[src/rtl/gp_pkg.sv]
// Shared graphics-processor definitions: opcodes, coordinate widths and the
// arbiter state encoding, reused by the requesters and the processor.
package gp_pkg;

  localparam logic OP_FILL = 1'b0;
  localparam logic OP_BLIT = 1'b1;

  localparam int X_W   = 10;
  localparam int Y_W   = 9;
  localparam int ARG_W = 12;
  localparam int CNT_W = 20;

  typedef enum logic [1:0] {
    ST_IDLE  = 2'd0,
    ST_ISSUE = 2'd1,
    ST_WAIT  = 2'd2,
    ST_DONE  = 2'd3
  } arb_state_e;

  // Index width for a requester count in the legal 2..4 range.
  function automatic int idx_w(input int n);
    if (n > 2) begin
      return 2;
    end else begin
      return 1;
    end
  endfunction

endpackage

[src/rtl/gp_arbiter_if.sv]
// Requester-side and processor-side signals of the graphics arbiter.
// The arbiter uses the slave view; the environment drives through master.
interface gp_arbiter_if #(parameter int NUM_REQ = 2);
  import gp_pkg::*;

  logic [NUM_REQ-1:0]       req;
  logic [NUM_REQ-1:0]       req_opcode;
  logic [X_W*NUM_REQ-1:0]   req_tl_x;
  logic [X_W*NUM_REQ-1:0]   req_br_x;
  logic [Y_W*NUM_REQ-1:0]   req_tl_y;
  logic [Y_W*NUM_REQ-1:0]   req_br_y;
  logic [ARG_W*NUM_REQ-1:0] req_arg;
  logic [NUM_REQ-1:0]       grant;
  logic [NUM_REQ-1:0]       done;
  logic                     timeout_err;
  logic                     busy;
  logic                     gp_en;
  logic                     gp_opcode;
  logic [X_W-1:0]           gp_tl_x;
  logic [Y_W-1:0]           gp_tl_y;
  logic [X_W-1:0]           gp_br_x;
  logic [Y_W-1:0]           gp_br_y;
  logic [ARG_W-1:0]         gp_arg;
  logic                     gp_finish;

  modport slave (
    input  req, req_opcode, req_tl_x, req_br_x, req_tl_y, req_br_y, req_arg, gp_finish,
    output grant, done, timeout_err, busy, gp_en,
           gp_opcode, gp_tl_x, gp_tl_y, gp_br_x, gp_br_y, gp_arg
  );

  modport master (
    output req, req_opcode, req_tl_x, req_br_x, req_tl_y, req_br_y, req_arg, gp_finish,
    input  grant, done, timeout_err, busy, gp_en,
           gp_opcode, gp_tl_x, gp_tl_y, gp_br_x, gp_br_y, gp_arg
  );

endinterface

[src/rtl/gp_rr_picker.sv]
// Combinational round-robin picker: first set request after index last_i,
// wrapping modulo NUM_REQ.
module gp_rr_picker
  import gp_pkg::*;
#(
  parameter int NUM_REQ = 2,
  parameter int IDX_W   = idx_w(NUM_REQ)
) (
  input  logic [NUM_REQ-1:0] req_i,
  input  logic [IDX_W-1:0]   last_i,
  output logic [NUM_REQ-1:0] winner_o,
  output logic [IDX_W-1:0]   idx_o
);

  logic [2*NUM_REQ-1:0] dbl_s;
  logic [NUM_REQ-1:0]   rot_s;

  // Bit j of rot_s is the request (last_i+1+j) mod NUM_REQ.
  assign dbl_s = {req_i, req_i};
  assign rot_s = NUM_REQ'(dbl_s >> (int'(last_i) + 1));

  // Priority scan over the rotated vector, then map back to an absolute index.
  always_comb begin
    int   pos;
    logic found;
    pos   = 0;
    found = 1'b0;
    for (int j = 0; j < NUM_REQ; j++) begin
      if (rot_s[j] && !found) begin
        found = 1'b1;
        pos   = int'(last_i) + 1 + j;
      end else begin
        pos = pos;
      end
    end
    if (pos >= NUM_REQ) begin
      pos = pos - NUM_REQ;
    end else begin
      pos = pos;
    end
    idx_o    = IDX_W'(pos);
    winner_o = found ? (NUM_REQ'(1'b1) << idx_o) : '0;
  end

endmodule

[src/rtl/gp_arbiter.sv]
// Round-robin owner of the single graphics_processor command port: latches the
// winning command, strobes gp_en, waits for gp_finish under a watchdog.
module gp_arbiter
  import gp_pkg::*;
#(
  parameter int               NUM_REQ = 2,
  parameter logic [CNT_W-1:0] TIMEOUT = 20'hFFFFF
) (
  input logic         clk,
  input logic         rst_n,
  gp_arbiter_if.slave bus
);

  localparam int               IDX_W    = idx_w(NUM_REQ);
  localparam logic [IDX_W-1:0] LAST_RST = IDX_W'(NUM_REQ - 1);
  localparam logic [CNT_W-1:0] CNT_LAST = TIMEOUT - 20'd1;

  arb_state_e         state_q, state_d;
  logic [IDX_W-1:0]   last_q, last_d, own_q, own_d;
  logic [CNT_W-1:0]   cnt_q, cnt_d;
  logic [NUM_REQ-1:0] grant_q, grant_d, done_q, done_d;
  logic               terr_q, terr_d, busy_q, busy_d, gp_en_q, gp_en_d;
  logic               op_q, op_d;
  logic [X_W-1:0]     tlx_q, tlx_d, brx_q, brx_d;
  logic [Y_W-1:0]     tly_q, tly_d, bry_q, bry_d;
  logic [ARG_W-1:0]   arg_q, arg_d;
  logic [NUM_REQ-1:0] win_s;
  logic [IDX_W-1:0]   win_idx_s;

  gp_rr_picker #(.NUM_REQ(NUM_REQ), .IDX_W(IDX_W)) u_picker (
    .req_i    (bus.req),
    .last_i   (last_q),
    .winner_o (win_s),
    .idx_o    (win_idx_s)
  );

  // State register.
  always_ff @(posedge clk or negedge rst_n) begin
    if (!rst_n) begin
      state_q <= ST_IDLE;
    end else begin
      state_q <= state_d;
    end
  end

  // Next-state logic; a finish outside WAIT never reaches DONE.
  always_comb begin
    state_d = state_q;
    case (state_q)
      ST_IDLE:  if (|bus.req) state_d = ST_ISSUE; else state_d = ST_IDLE;
      ST_ISSUE: state_d = ST_WAIT;
      ST_WAIT:  if (bus.gp_finish || (cnt_q == CNT_LAST)) state_d = ST_DONE;
                else state_d = ST_WAIT;
      ST_DONE:  state_d = ST_IDLE;
      default:  state_d = ST_IDLE;
    endcase
  end

  // Next values of the registered outputs, command latch and watchdog.
  always_comb begin
    grant_d = grant_q;
    done_d  = '0;
    terr_d  = 1'b0;
    gp_en_d = 1'b0;
    busy_d  = (state_d != ST_IDLE);
    last_d  = last_q;
    own_d   = own_q;
    cnt_d   = cnt_q;
    op_d    = op_q;
    tlx_d   = tlx_q;
    tly_d   = tly_q;
    brx_d   = brx_q;
    bry_d   = bry_q;
    arg_d   = arg_q;
    case (state_q)
      ST_IDLE: begin
        if (|bus.req) begin
          grant_d = win_s;
          gp_en_d = 1'b1;
          own_d   = win_idx_s;
          op_d    = bus.req_opcode[win_idx_s];
          tlx_d   = bus.req_tl_x[int'(win_idx_s)*X_W +: X_W];
          tly_d   = bus.req_tl_y[int'(win_idx_s)*Y_W +: Y_W];
          brx_d   = bus.req_br_x[int'(win_idx_s)*X_W +: X_W];
          bry_d   = bus.req_br_y[int'(win_idx_s)*Y_W +: Y_W];
          arg_d   = bus.req_arg[int'(win_idx_s)*ARG_W +: ARG_W];
        end else begin
          grant_d = '0;
        end
      end
      ST_ISSUE: cnt_d = '0;
      ST_WAIT: begin
        // A finish on the last watchdog cycle still counts as a normal completion.
        if (state_d == ST_DONE) begin
          done_d = grant_q;
          terr_d = ~bus.gp_finish;
        end else begin
          cnt_d = cnt_q + 20'd1;
        end
      end
      ST_DONE: begin
        grant_d = '0;
        last_d  = own_q;
      end
      default: grant_d = '0;
    endcase
  end

  // Output, command and bookkeeping registers.
  always_ff @(posedge clk or negedge rst_n) begin
    if (!rst_n) begin
      grant_q <= '0;
      done_q  <= '0;
      terr_q  <= 1'b0;
      busy_q  <= 1'b0;
      gp_en_q <= 1'b0;
      last_q  <= LAST_RST;
      own_q   <= '0;
      cnt_q   <= '0;
      op_q    <= 1'b0;
      tlx_q   <= '0;
      tly_q   <= '0;
      brx_q   <= '0;
      bry_q   <= '0;
      arg_q   <= '0;
    end else begin
      grant_q <= grant_d;
      done_q  <= done_d;
      terr_q  <= terr_d;
      busy_q  <= busy_d;
      gp_en_q <= gp_en_d;
      last_q  <= last_d;
      own_q   <= own_d;
      cnt_q   <= cnt_d;
      op_q    <= op_d;
      tlx_q   <= tlx_d;
      tly_q   <= tly_d;
      brx_q   <= brx_d;
      bry_q   <= bry_d;
      arg_q   <= arg_d;
    end
  end

  assign bus.grant       = grant_q;
  assign bus.done        = done_q;
  assign bus.timeout_err = terr_q;
  assign bus.busy        = busy_q;
  assign bus.gp_en       = gp_en_q;
  assign bus.gp_opcode   = op_q;
  assign bus.gp_tl_x     = tlx_q;
  assign bus.gp_tl_y     = tly_q;
  assign bus.gp_br_x     = brx_q;
  assign bus.gp_br_y     = bry_q;
  assign bus.gp_arg      = arg_q;

endmodule

[src/flat_wrapper.sv]
// flat-port wrapper written by rule: the top's interface ports become plain ports
module gp_arbiter_flat import gp_pkg::*;
#(
  parameter int               NUM_REQ = 2,
  parameter logic [CNT_W-1:0] TIMEOUT = 20'hFFFFF
)
  (clk, rst_n, bus_req, bus_req_opcode, bus_req_tl_x, bus_req_br_x, bus_req_tl_y, bus_req_br_y, bus_req_arg, bus_gp_finish, bus_grant, bus_done, bus_timeout_err, bus_busy, bus_gp_en, bus_gp_opcode, bus_gp_tl_x, bus_gp_tl_y, bus_gp_br_x, bus_gp_br_y, bus_gp_arg);
  gp_arbiter_if #(.NUM_REQ(NUM_REQ)) bus_i ();
  input logic clk;
  input logic rst_n;
  input wire logic [$bits(bus_i.req)-1:0] bus_req;
  input wire logic [$bits(bus_i.req_opcode)-1:0] bus_req_opcode;
  input wire logic [$bits(bus_i.req_tl_x)-1:0] bus_req_tl_x;
  input wire logic [$bits(bus_i.req_br_x)-1:0] bus_req_br_x;
  input wire logic [$bits(bus_i.req_tl_y)-1:0] bus_req_tl_y;
  input wire logic [$bits(bus_i.req_br_y)-1:0] bus_req_br_y;
  input wire logic [$bits(bus_i.req_arg)-1:0] bus_req_arg;
  input wire logic [$bits(bus_i.gp_finish)-1:0] bus_gp_finish;
  output wire logic [$bits(bus_i.grant)-1:0] bus_grant;
  output wire logic [$bits(bus_i.done)-1:0] bus_done;
  output wire logic [$bits(bus_i.timeout_err)-1:0] bus_timeout_err;
  output wire logic [$bits(bus_i.busy)-1:0] bus_busy;
  output wire logic [$bits(bus_i.gp_en)-1:0] bus_gp_en;
  output wire logic [$bits(bus_i.gp_opcode)-1:0] bus_gp_opcode;
  output wire logic [$bits(bus_i.gp_tl_x)-1:0] bus_gp_tl_x;
  output wire logic [$bits(bus_i.gp_tl_y)-1:0] bus_gp_tl_y;
  output wire logic [$bits(bus_i.gp_br_x)-1:0] bus_gp_br_x;
  output wire logic [$bits(bus_i.gp_br_y)-1:0] bus_gp_br_y;
  output wire logic [$bits(bus_i.gp_arg)-1:0] bus_gp_arg;
  assign bus_i.req = bus_req;
  assign bus_i.req_opcode = bus_req_opcode;
  assign bus_i.req_tl_x = bus_req_tl_x;
  assign bus_i.req_br_x = bus_req_br_x;
  assign bus_i.req_tl_y = bus_req_tl_y;
  assign bus_i.req_br_y = bus_req_br_y;
  assign bus_i.req_arg = bus_req_arg;
  assign bus_i.gp_finish = bus_gp_finish;
  assign bus_grant = bus_i.grant;
  assign bus_done = bus_i.done;
  assign bus_timeout_err = bus_i.timeout_err;
  assign bus_busy = bus_i.busy;
  assign bus_gp_en = bus_i.gp_en;
  assign bus_gp_opcode = bus_i.gp_opcode;
  assign bus_gp_tl_x = bus_i.gp_tl_x;
  assign bus_gp_tl_y = bus_i.gp_tl_y;
  assign bus_gp_br_x = bus_i.gp_br_x;
  assign bus_gp_br_y = bus_i.gp_br_y;
  assign bus_gp_arg = bus_i.gp_arg;
  gp_arbiter #(.NUM_REQ(NUM_REQ), .TIMEOUT(TIMEOUT)) u_core (.clk(clk), .rst_n(rst_n), .bus(bus_i));
endmodule
[config.mk]
export PLATFORM = sky130hd
export DESIGN_NAME = gp_arbiter_flat
export DESIGN_NICKNAME = d
export VERILOG_FILES = /design/src/rtl/gp_pkg.sv /design/src/rtl/gp_arbiter_if.sv /design/src/rtl/gp_rr_picker.sv /design/src/rtl/gp_arbiter.sv /design/src/flat_wrapper.sv
export SDC_FILE = /design/constraint.sdc
export NUM_CORES = 1
export LEC_CHECK = 0
export ABC_AREA = 1
export BUFFER_PORTS_ARGS = -buffer_cell sky130_fd_sc_hd__buf_2
export CAP_MARGIN = 20
export CORE_MARGIN = 2
export CORE_UTILIZATION = 40
export CTS_CLUSTER_SIZE = 10
export DETAILED_ROUTE_END_ITERATION = 10
export PLACE_DENSITY = 0.75
export SLEW_MARGIN = 10
export SYNTH_ARGS = -nofsm -noshare
export SYNTH_HDL_FRONTEND = slang
export SYNTH_HIERARCHICAL = 1
export SYNTH_SLANG_ARGS = --single-unit
[constraint.sdc]
create_clock -name clk -period 2.64 [get_ports clk]
set_input_delay 0.528 -clock clk [delete_from_list [all_inputs] [get_ports clk]]
set_output_delay 0.528 -clock clk [all_outputs]
set_load 0.01 [all_outputs]
After elaboration in Yosys (flattened, before gate mapping)

Cells that the tools add are included.

Input port bits: 107
Word-level logic and storage cells: 69
Output and inout port bits: 58
Bits in registers: 82

Shifts and indexed selects: 7
$mul: 3
Reductions and logical operators: 10
Eq/ne operators: 6
Add/sub/neg operators: 4
Muxes and demuxes: 21
Bitwise logic cells: 1
Magnitude comparators: 2

Operators by type and width:

| operator                | count |
|---|---|
| $shiftx A18 B32 Y9      | 2 |
| $shiftx A20 B32 Y10     | 2 |
| $pmux W20 S2            | 1 |
| $shiftx A24 B32 Y12     | 1 |
| $shr A4 B32 Y2          | 1 |
| $add A20 B1 Y20 const B | 1 |
| $eq A20 B20 Y1 const B  | 1 |
| $mux W20                | 1 |
| $mux W1                 | 11 |
| $mux W2                 | 5 |
| $pmux W2 S4             | 1 |
| $eq A2 B2 Y1 const B    | 3 |
| $reduce_bool A2 Y1      | 3 |
| $mul A1 B4 Y5 const B   | 1 |
| $mul A1 B3 Y4 const B   | 1 |
| $pmux W2 S2             | 1 |
| $reduce_and A2 Y1       | 2 |
| $add A2 B1 Y3 const B   | 1 |
| $ge A3 B2 Y1 const B    | 1 |
| $mul A1 B2 Y3 const B   | 1 |
| $mux W3                 | 1 |
| $add A1 B1 Y2 const B   | 1 |
| $eq A2 B1 Y1 const B    | 1 |
| $logic_not A2 Y1        | 1 |
| other kinds (9)         | 9 |

Longest topological paths before layout

Gate-level depths: netlist (run 1).

Depth after elaboration: 12
Depth in mapped cells: 15

Cells and area by module

Netlist (run 1), hierarchy kept.

By module, submodules not included:

| module       | cells an instance | seq. area each (µm²) | area an instance (µm²) | instances |
|---|---|---|---|---|
| gp_arbiter   | 527               | 2,053.2              | 4,098.9                | 1 |
| gp_rr_picker | 6                 | 0.0                  | 25.0                   | 1 |

Least setup slack after synthesis (run 1)

No wires, ideal clock.

Path kind: reg-to-reg
Start: register u_core.state_q[0]
End: register u_core.cnt_q[14]
Stages on the path, launching flop included: 12
Slack: 1.024 ns
Arrival time: 1.498 ns
Data required time: 2.523 ns
Cells stage by stage: dfrtp_1 inv_1 ha_1 buf_2 inv_1 nor2_1 nand2_2 nand2_4 nand2_1 buf_2 nand3b_1 nand2_1

Longest elaborated chain between the ends: 5
Elaborated cells on any way between the ends: 10
Those cells by class: 5 x eq/ne; 2 x mux; 3 x reduce/logical

RTL lines:

| item                                       | RTL line          | RTL |
|---|---|---|
| from (decl)                                | gp_arbiter.sv:18  | `arb_state_e state_q, state_d;` |
| from (signal assigned)                     | gp_arbiter.sv:42  | `state_q <= state_d;` |
| $eq A2 B2 Y1, or another cell as far along | gp_arbiter.sv:49  | `case (state_q)` |
| $pmux W2 S4 *                              | gp_arbiter.sv:49  |  |
| via u_core.state_d[0]                      | gp_arbiter.sv:18  |  |
| $eq A2 B2 Y1 *                             | gp_arbiter.sv:94  | `if (state_d == ST_DONE) begin` |
| $ne A2 B2 Y1 (no line) *                   | -                 |  |
| $reduce_and A2 Y1 (no line) *              | -                 |  |
| to (signal assigned)                       | gp_arbiter.sv:134 | `cnt_q <= cnt_d;` |
| to (decl)                                  | gp_arbiter.sv:20  | `logic [CNT_W-1:0] cnt_q, cnt_d;` |

The timed path passes the listed nets; every way through them passes the cells marked *.
A chain may end at the register's enable or synchronous reset.

Final worst setup path (run 1)

Start: register u_core.cnt_q[0]
End: register u_core.cnt_q[14]

Longest elaborated chain between the ends: 7
Elaborated cells on any way between the ends: 10
Those cells by class: 1 x add/sub; 3 x eq/ne; 4 x mux; 2 x reduce/logical

RTL lines:

| item                        | RTL line         | RTL |
|---|---|---|
| $eq A20 B20 Y1              | gp_arbiter.sv:52 | `ST_WAIT: if (bus.gp_finish \|\| (cnt_q == CNT_LAST)) state_d = ST_DONE;` |
| $logic_or A1 B1 Y1          | gp_arbiter.sv:52 |  |
| $mux W1                     | gp_arbiter.sv:52 |  |
| $pmux W2 S4                 | gp_arbiter.sv:49 |  |
| via u_core.state_d[0]       | gp_arbiter.sv:18 |  |
| $eq A2 B2 Y1                | gp_arbiter.sv:94 |  |
| $ne A2 B2 Y1 (no line)      | -                |  |
| $reduce_and A2 Y1 (no line) | -                |  |

The timed path passes the listed nets, and every way through them passes these cells. The select of a mux whose other input is x is not followed.

==> metrics.cfg, run 1 <==
[run_status]
outcome = complete, no violations

[synth]
synth_top_area_cell = dfrtp_1
synth_top_family_by_area = simple AND/OR/NAND/NOR gates
yosys_warnings = 6
synth_area_mm2 = 0.004124
synthAdderAreaFrac = 0.02124
synth_area_leaders = dfrtp_1 49%, nand2_1 18%, a31oi_1 7.7%, nor2_1 7.3%, nand3_1 2.8%
synth_cell_types = 30
yosys-top-cells-count = 193 x nand2_1, 81 x dfrtp_1, 80 x nor2_1, 51 x a31oi_1, 27 x inv_1
synthFlopType = dfrtp_1
synth_edf_count = 0
synth-compound-area-share = 0.09284
ys_seq_elements = 82
synthSimpleGateAreaFrac = 0.3134
yosysMostFrequentCell = nand2_1
syn_inst = 533
synth_top_area_frac = 0.4915
syn_nets = 647
seq_area_frac_synth = 0.4979
synth_xor_xnor_area_share = 0.01487
async_flop_share = 1.000
muxShareOfSynthArea = 0
avgSynthCellArea_um2 = 7.737

[flow_run]
cap_violations = 0

[layout]
nNetsFinal = 799
antennaDiodeCount = 0
area_growth_pct = 27.21
fill_cells = 1002
drive_gt1_frac = 0.2870
final_cell_count_no_fill = 826
multi_input_area_mm2 = 0.001836
regArea_mm2 = 0.002053

[clock_network]
cts_sinks = 82
cts_tree = built
clk-insertion-delay-late_ps = 350
clk_pin_slew_ps = 80
root_buffer = clkbuf_8
hold_buffers = 0
cts_max_path_buffers = 2
cts-buffers-inserted = 9
cts_setup_buffers = 0
cts_htree_levels = 3
cts_resized = 0

[setup_path]
required_ps = 2890
cp.buffers_inverters = 1
arrival_ps = 2110
cp_top_family = simple AND/OR/NAND/NOR gates
cp_max_fo = 11
r2r_slack_ps = 780
start_kind = flop
regToRegEndpoint = u_core/cnt_q[14]$_DFFE_PN0P_
endpoint_kind = flop
reg2reg_from = u_core/cnt_q[0]$_DFFE_PN0P_
cp_common_cell = nand2_1
r2r_cells = 13
criticalPathCategory = reg2reg
critical_path.max_stage_delay_ps = 420
worstPathCellList = inv_1 -> ha_1 -> nand2_1 -> nor2_1 -> nand2_1 -> nor2_1 -> nand2_1 -> nand2_1 -> nand2_2 -> nand2_4 -> nand2_1 -> nand3b_1 -> nand2_1
crit_path_top_delay_cell = dfrtp_1

[timing]
fin_crit_ps = 1857
skew_ps = 9.586
min_period_over_period = 0.7036
slew_viol_final = 0
fin_tns_setup_ps = 0
hold_viol_final = 0
worstMarginPinSlew_ps = 539.5
max_freq_ghz = 0.5384
setup_violations = 0
fin_ws_ps = 782.6
grt_setup_unrepaired = false
slew_headroom = 0.6404

[placed_design]
gp_congestion = 0.9189
io_buffers = 164
dp.cells = 810
place_ws_ps = 802.4
hpwl_um = 7650

[route]
drt-pass1-iter-count = 5
drc = 0
via_count = 4030
drt_iter0_markers = 205
drt-total-wl_um = 10480
postRouteAntennaNets = 0
wl_per_cell_um = 12.68
viasPerCell = 4.879

[die]
io_pins = 165
die_x_um = 105.5
die-area_mm2 = 0.01114
core-area_mm2 = 0.01018
initial_core_util = 0.4049
die_h_um = 105.5
row_count = 37

[power_and_ir_drop]
leakage_uw = 0.002654
power.density_mw_per_mm2 = 982.6
peakVddDrop_mv = 0.4970
power.total_uw = 5155

[hold_path]
hp-class = in2async

[global_route]
antenna_found_initial = 0
grt_use_total = 0.1904
grt-ovfl-total = 0
grt_pass1_vias = 3819
grt_max_degree = 68
grt_pass1_wl_um = 17110

==> stage by stage <==
stage	hold WS, ps	area, um^2	utilization
6_report	143.1	5246	0.5151
5_1_grt	179.3	5246	0.5151
4_1_cts	151.1	5246	0.5151
3_5_place_dp	470.9	5061	0.4969
3_3_place_gp	459.1	5061	0.4969
2_1_floorplan	232.4	4124	-
==> cells by family after synthesis <==
kind of cell	count (synthesis)
and+or+nand+nor	317
DFF	82
AOI/OAI and AO/OA	62
buffers and inverters	58
xor gates and xnor gates	7
adders and majority gates	7
==> report_power, final <==
group | total (uW) | switching (uW) | internal [uW]
clock network | 888 | 457 | 431
logic | 2250 | 1410 | 842
registers | 2020 | 272 | 1750
total | 5160 | 2130 | 3020
==> sequential cells by signal, summed over array words and instances (netlist names) <==
name and flops:
u_core/bus.grant 2, u_core/bus.gp_en 1, u_core/bus.gp_br_x 10, u_core/bus.gp_tl_x 10, u_core/bus.gp_arg 12, u_core/bus.gp_br_y 9, u_core/bus.done 2, u_core/state_q 2
u_core/bus.timeout_err 1, u_core/last_q 1, u_core/own_q 1, u_core/bus.busy 1, u_core/cnt_q 20, u_core/bus.gp_opcode 1, u_core/bus.gp_tl_y 9
==> layer usage <==
metal | GRT usage | wire length [um] | vias up
met4 | 0.06109 | 129 | 0
met1 | 0.2279 | 4378 | 1848
met2 | 0.3300 | 5205 | 150
met5 | 0 | 0 | -
li1 | - | - | 2020
met3 | 0.05504 | 762 | 12
==> worst max path at each step <==
stage	end	slack, ps	depth (start not counted)	start
global route	u_core/cnt_q[17]$_DFFE_PN0P_	580	14	u_core/cnt_q[0]$_DFFE_PN0P_
global placement	u_core/bus.gp_br_x[3]$_DFFE_PN0P_	840	7	bus_req[1]
floorplan	u_core/cnt_q[14]$_DFFE_PN0P_	1020	11	u_core/state_q[0]$_DFF_PN0_
finish	u_core/cnt_q[14]$_DFFE_PN0P_	780	13	u_core/cnt_q[0]$_DFFE_PN0P_
CTS	u_core/cnt_q[14]$_DFFE_PN0P_	790	13	u_core/cnt_q[0]$_DFFE_PN0P_
detailed placement	u_core/cnt_q[14]$_DFFE_PN0P_	800	13	u_core/cnt_q[0]$_DFFE_PN0P_
==> area by class of cell <==
cell class                 instances  share of cell area
multi-input combinational        393              0.3499
clock buffer                      10             0.02433
sequential                        82              0.3914
tap                              136             0.03243
clock inverter                     6             0.01097
inverter                          29             0.02075
timing repair buffer             170              0.1703
==> cells in the final DEF (no fill, tap or decap), drive strengths merged <==
master / Yosys / routed
o21ai: 3 / 3
or2: 2 / 2
and2: 1 / 1
dfstp: 1 / 1
nand4: 5 / 5
clkbuf: 20 / 10
clkinvlp: 0 / 1
a31oi: 51 / 51
a211oi: 2 / 2
clkinv: 1 / 5
xor2: 3 / 3
nand3b: 3 / 3
xnor2: 4 / 4
o22ai: 1 / 1
inv: 28 / 28
bufinv: 0 / 1
o21bai: 1 / 1
ha: 7 / 7
nand2: 196 / 196
a21oi: 4 / 4
buf: 9 / 170
dfrtp: 81 / 81
nor3: 3 / 3
nand3: 24 / 24
nor2: 83 / 83
Note: power is estimated with default switching activity, not from simulation.
==> run 2, diff against run 1 <==
--- a/config.mk
+++ b/config.mk
@@ -5,14 +5,14 @@
 export SDC_FILE = /design/constraint.sdc
 export NUM_CORES = 1
 export LEC_CHECK = 0
-export ABC_AREA = 1
+export ABC_AREA = 0
 export BUFFER_PORTS_ARGS = -buffer_cell sky130_fd_sc_hd__buf_2
 export CAP_MARGIN = 20
 export CORE_MARGIN = 2
 export CORE_UTILIZATION = 40
 export CTS_CLUSTER_SIZE = 10
 export DETAILED_ROUTE_END_ITERATION = 10
-export PLACE_DENSITY = 0.75
+export PLACE_DENSITY = 0.76
 export SLEW_MARGIN = 10
 export SYNTH_ARGS = -nofsm -noshare
 export SYNTH_HDL_FRONTEND = slang
==> constraint.sdc (replaced) <==
create_clock -name clk -period 1.9 [get_ports clk]
set_input_delay 0.38 -clock clk [delete_from_list [all_inputs] [get_ports clk]]
set_output_delay 0.38 -clock clk [all_outputs]
set_load 0.01 [all_outputs]
==> run 2 against run 1 <==
Net effect: the flow now finishes with violations (negative setup slack); via count is 10% lower; final area is 9.9% higher; count of clock-buffer cells in the layout stayed put; setup slack worse by 980 ps; critical path depth is 4 lower; power is 55% higher; critical path type unchanged; non-clock buffer count is 44 higher; global-route usage is 1.6 points higher; routed wire length is 3.1% higher.
==> metrics.cfg, run 2 <==
[clock_network]
cts_sinks = 82
cts_tree = built
hold_buffers = 0
cts_max_path_buffers = 2
cts_htree_levels = 3
root_buffer = clkbuf_8
clk-insertion-delay-late_ps = 350
clk_pin_slew_ps = 80
cts-buffers-inserted = 9

[route]
via_count = 3629
drc = 0
wl_per_cell_um = 14.90
drt-pass1-iter-count = 4
drt_iter0_markers = 99
wl_met3_um = 717
viasPerCell = 5.006
m1WireLength_um = 4241
drt-total-wl_um = 10810
postRouteAntennaNets = 0
top_layer = met4
met2_length_um = 5561

[placed_design]
io_buffers = 164
dpl_cell_area_mm2 = 0.005194
gp_congestion = 0.8407
hpwl_um = 7451
dp.cells = 697

[synth]
ys_seq_elements = 82
seq_area_frac_synth = 0.5260
yosys-top-cells-count = 81 x dfrtp_1, 78 x nand2_1, 61 x mux2i_1, 56 x o21ai_0, 18 x clkbuf_1
synth_top_area_frac = 0.5192
syn_inst = 384
yosysMostFrequentCell = dfrtp_1
synth_area_leaders = dfrtp_1 52%, mux2i_1 16%, nand2_1 7.5%, o21ai_0 7.2%, ha_1 2.2%
async_flop_share = 1.000
synth_cell_types = 35
synthFlopType = dfrtp_1
synth_edf_count = 0
avgSynthCellArea_um2 = 10.17
yosys_warnings = 6
synth_top_area_cell = dfrtp_1
syn_nets = 498
synth_area_mm2 = 0.003904

[timing]
grt_setup_unrepaired = true
max_freq_ghz = 0.4768
worstMarginPinSlew_ps = 427.9
min_period_over_period = 1.104
fin_tns_setup_ps = -2453
skew_ps = 10.56
fin_crit_ps = 2097
hold_viol_final = 0
hold_ws_ps = 41.53
fin_ws_ps = -197.4
slew_headroom = 0.7126
slew_viol_final = 0
setup_violations = 23

[setup_path]
cp_top_family = simple AND/OR/NAND/NOR gates
cp_max_fo = 3
start_kind = flop
worstPathCellList = inv_2 -> ha_4 -> or3b_4 -> nand3b_1 -> buf_6 -> buf_6 -> nand4_1 -> o211ai_1 -> o21ai_1
arrival_ps = 2330
endpoint_kind = flop
criticalPathCategory = reg2reg
required_ps = 2130
crit_path_top_delay_cell = dfrtp_1
cp.buffers_inverters = 3
cp_common_cell = buf_6
critical_path.max_stage_delay_ps = 400

[layout]
nNetsFinal = 702
area_growth_pct = 47.69
regMostFlops = u_core/cnt_q
design_area_mm2 = 0.005766
final_common_cell = buf_2
drive_gt1_frac = 0.4561
largest_reg_flops = 20
mostFrequentLayoutCells = 163 x buf_2, 81 x dfrtp_1, 74 x nand2_1, 61 x mux2i_1, 54 x o21ai_0
final_cell_count_no_fill = 725
antennaDiodeCount = 0

[hold_path]
hp-class = in2async

[global_route]
grt_use_total = 0.2064
grt_pass1_wl_um = 16900
antenna_found_initial = 0
grt_max_degree = 105
grt-ovfl-total = 0
grt_pass1_vias = 3593

[power_and_ir_drop]
power.density_mw_per_mm2 = 1390
peakVddDrop_mv = 0.7332
leakage_uw = 0.002869

[die]
die_h_um = 102.8
io_pins = 165
core-area_mm2 = 0.009639
row_count = 36
initial_core_util = 0.4050
die_x_um = 102.8
die-area_mm2 = 0.01057

[run_status]
violations = negative setup slack
outcome = finished, violations left

[flow_run]
cap_violations = 0

==> run 2: cell count changes in the layout (fill, tap and decap cells not counted), moves of 17 or more <==
| cell | change |
|---|---|
| o21ai_0 | +51 |
| nand2_1 | -119 |
| a31oi_1 | -51 |
| nor2_1 | -73 |
| mux2i_1 | +61 |
| inv_1 | -21 |
| buf_4 | +35 |
| nand3_1 | -17 |
==> run 2: cell families after synthesis <==
family	synth area share
AND/OR/NAND/NOR	0.1439
flip-flops	0.5260
AO/OA/AOI/OAI	0.1160
multiplexers	0.1593
buffers and inverters	0.03012
adder cells (fa/ha/maj)	0.02243
XOR/XNOR	0.002244
==> run 2: path summary, 6_finish.rpt <==
| kind | endpoint | from | slack (ps) | cells past startpoint |
|---|---|---|---|---|
| worst max-delay path | u_core/cnt_q[9]$_DFFE_PN0P_ | u_core/state_q[0]$_DFF_PN0_ | -200 | 9 |
| worst min-delay path | u_core/bus.done[0]$_DFF_PN0_ | rst_n | 40 | 2 |
| worst max register to register | u_core/cnt_q[9]$_DFFE_PN0P_ | u_core/state_q[0]$_DFF_PN0_ | -200 | 9 |
| worst min register to register | u_core/own_q$_DFFE_PN0P_ | u_core/own_q$_DFFE_PN0P_ | 470 | 2 |
| max in group asynchronous | u_core/last_q$_DFFE_PN1N_ | rst_n | 1500 | 2 |
| min in group clk | u_core/bus.timeout_err$_DFF_PN0_ | bus_gp_finish | 200 | 2 |
==> run 2: per-layer routing <==
metal | global-route usage | vias up
met4 | 0.09109 | 0
met5 | 0 | -
met2 | 0.3494 | 132
met3 | 0.05492 | 25
met1 | 0.2483 | 1705
li1 | - | 1767
==> run 2: worst reg2reg max path: cells and delay by family, from the launching register on <==
family / cells / cell delay [ps]
DFF: 1 / 400
buffers and inverters: 3 / 370
AOI/OAI and AO/OA: 2 / 320
and+or+nand+nor: 3 / 730
adders and majority gates: 1 / 150
==> run 2: stage by stage <==
step	total power [uW]	utilization	worst slack [ps]
CTS	7882	0.5814	-95.39
global placement	6050	0.5388	-51.62
floorplan	4666	-	-32.31
finish	8013	0.5981	-197.4
detailed placement	6210	0.5388	-208.9
global route	8610	0.5981	-303.1
==> run 2: timing repair <==
action                                  in CTS  in global routing
pin swaps                                   12                  8
endpoints found under the setup margin      20                 23
buffers inserted                             5                  8
resized for setup                           34                 16
cloned                                       0                  0
==> run 2: final cells by class <==
cell class | instances | area [um^2]
multi-input combinational | 273 | 2016
timing repair buffer | 214 | 1284
tap | 133 | 166.4
sequential | 82 | 2053
clock buffer | 10 | 137.6
inverter | 8 | 30.03
fill | 836 | 3874
clock inverter | 5 | 78.83
==> run 2: power breakdown <==
| part | internal, uW | total [uW] | switching (uW) |
|---|---|---|---|
| registers | 2470 | 2880 | 407 |
| logic | 1690 | 3740 | 2050 |
| clock network | 767 | 1400 | 630 |
| total | 4920 | 8010 | 3090 |
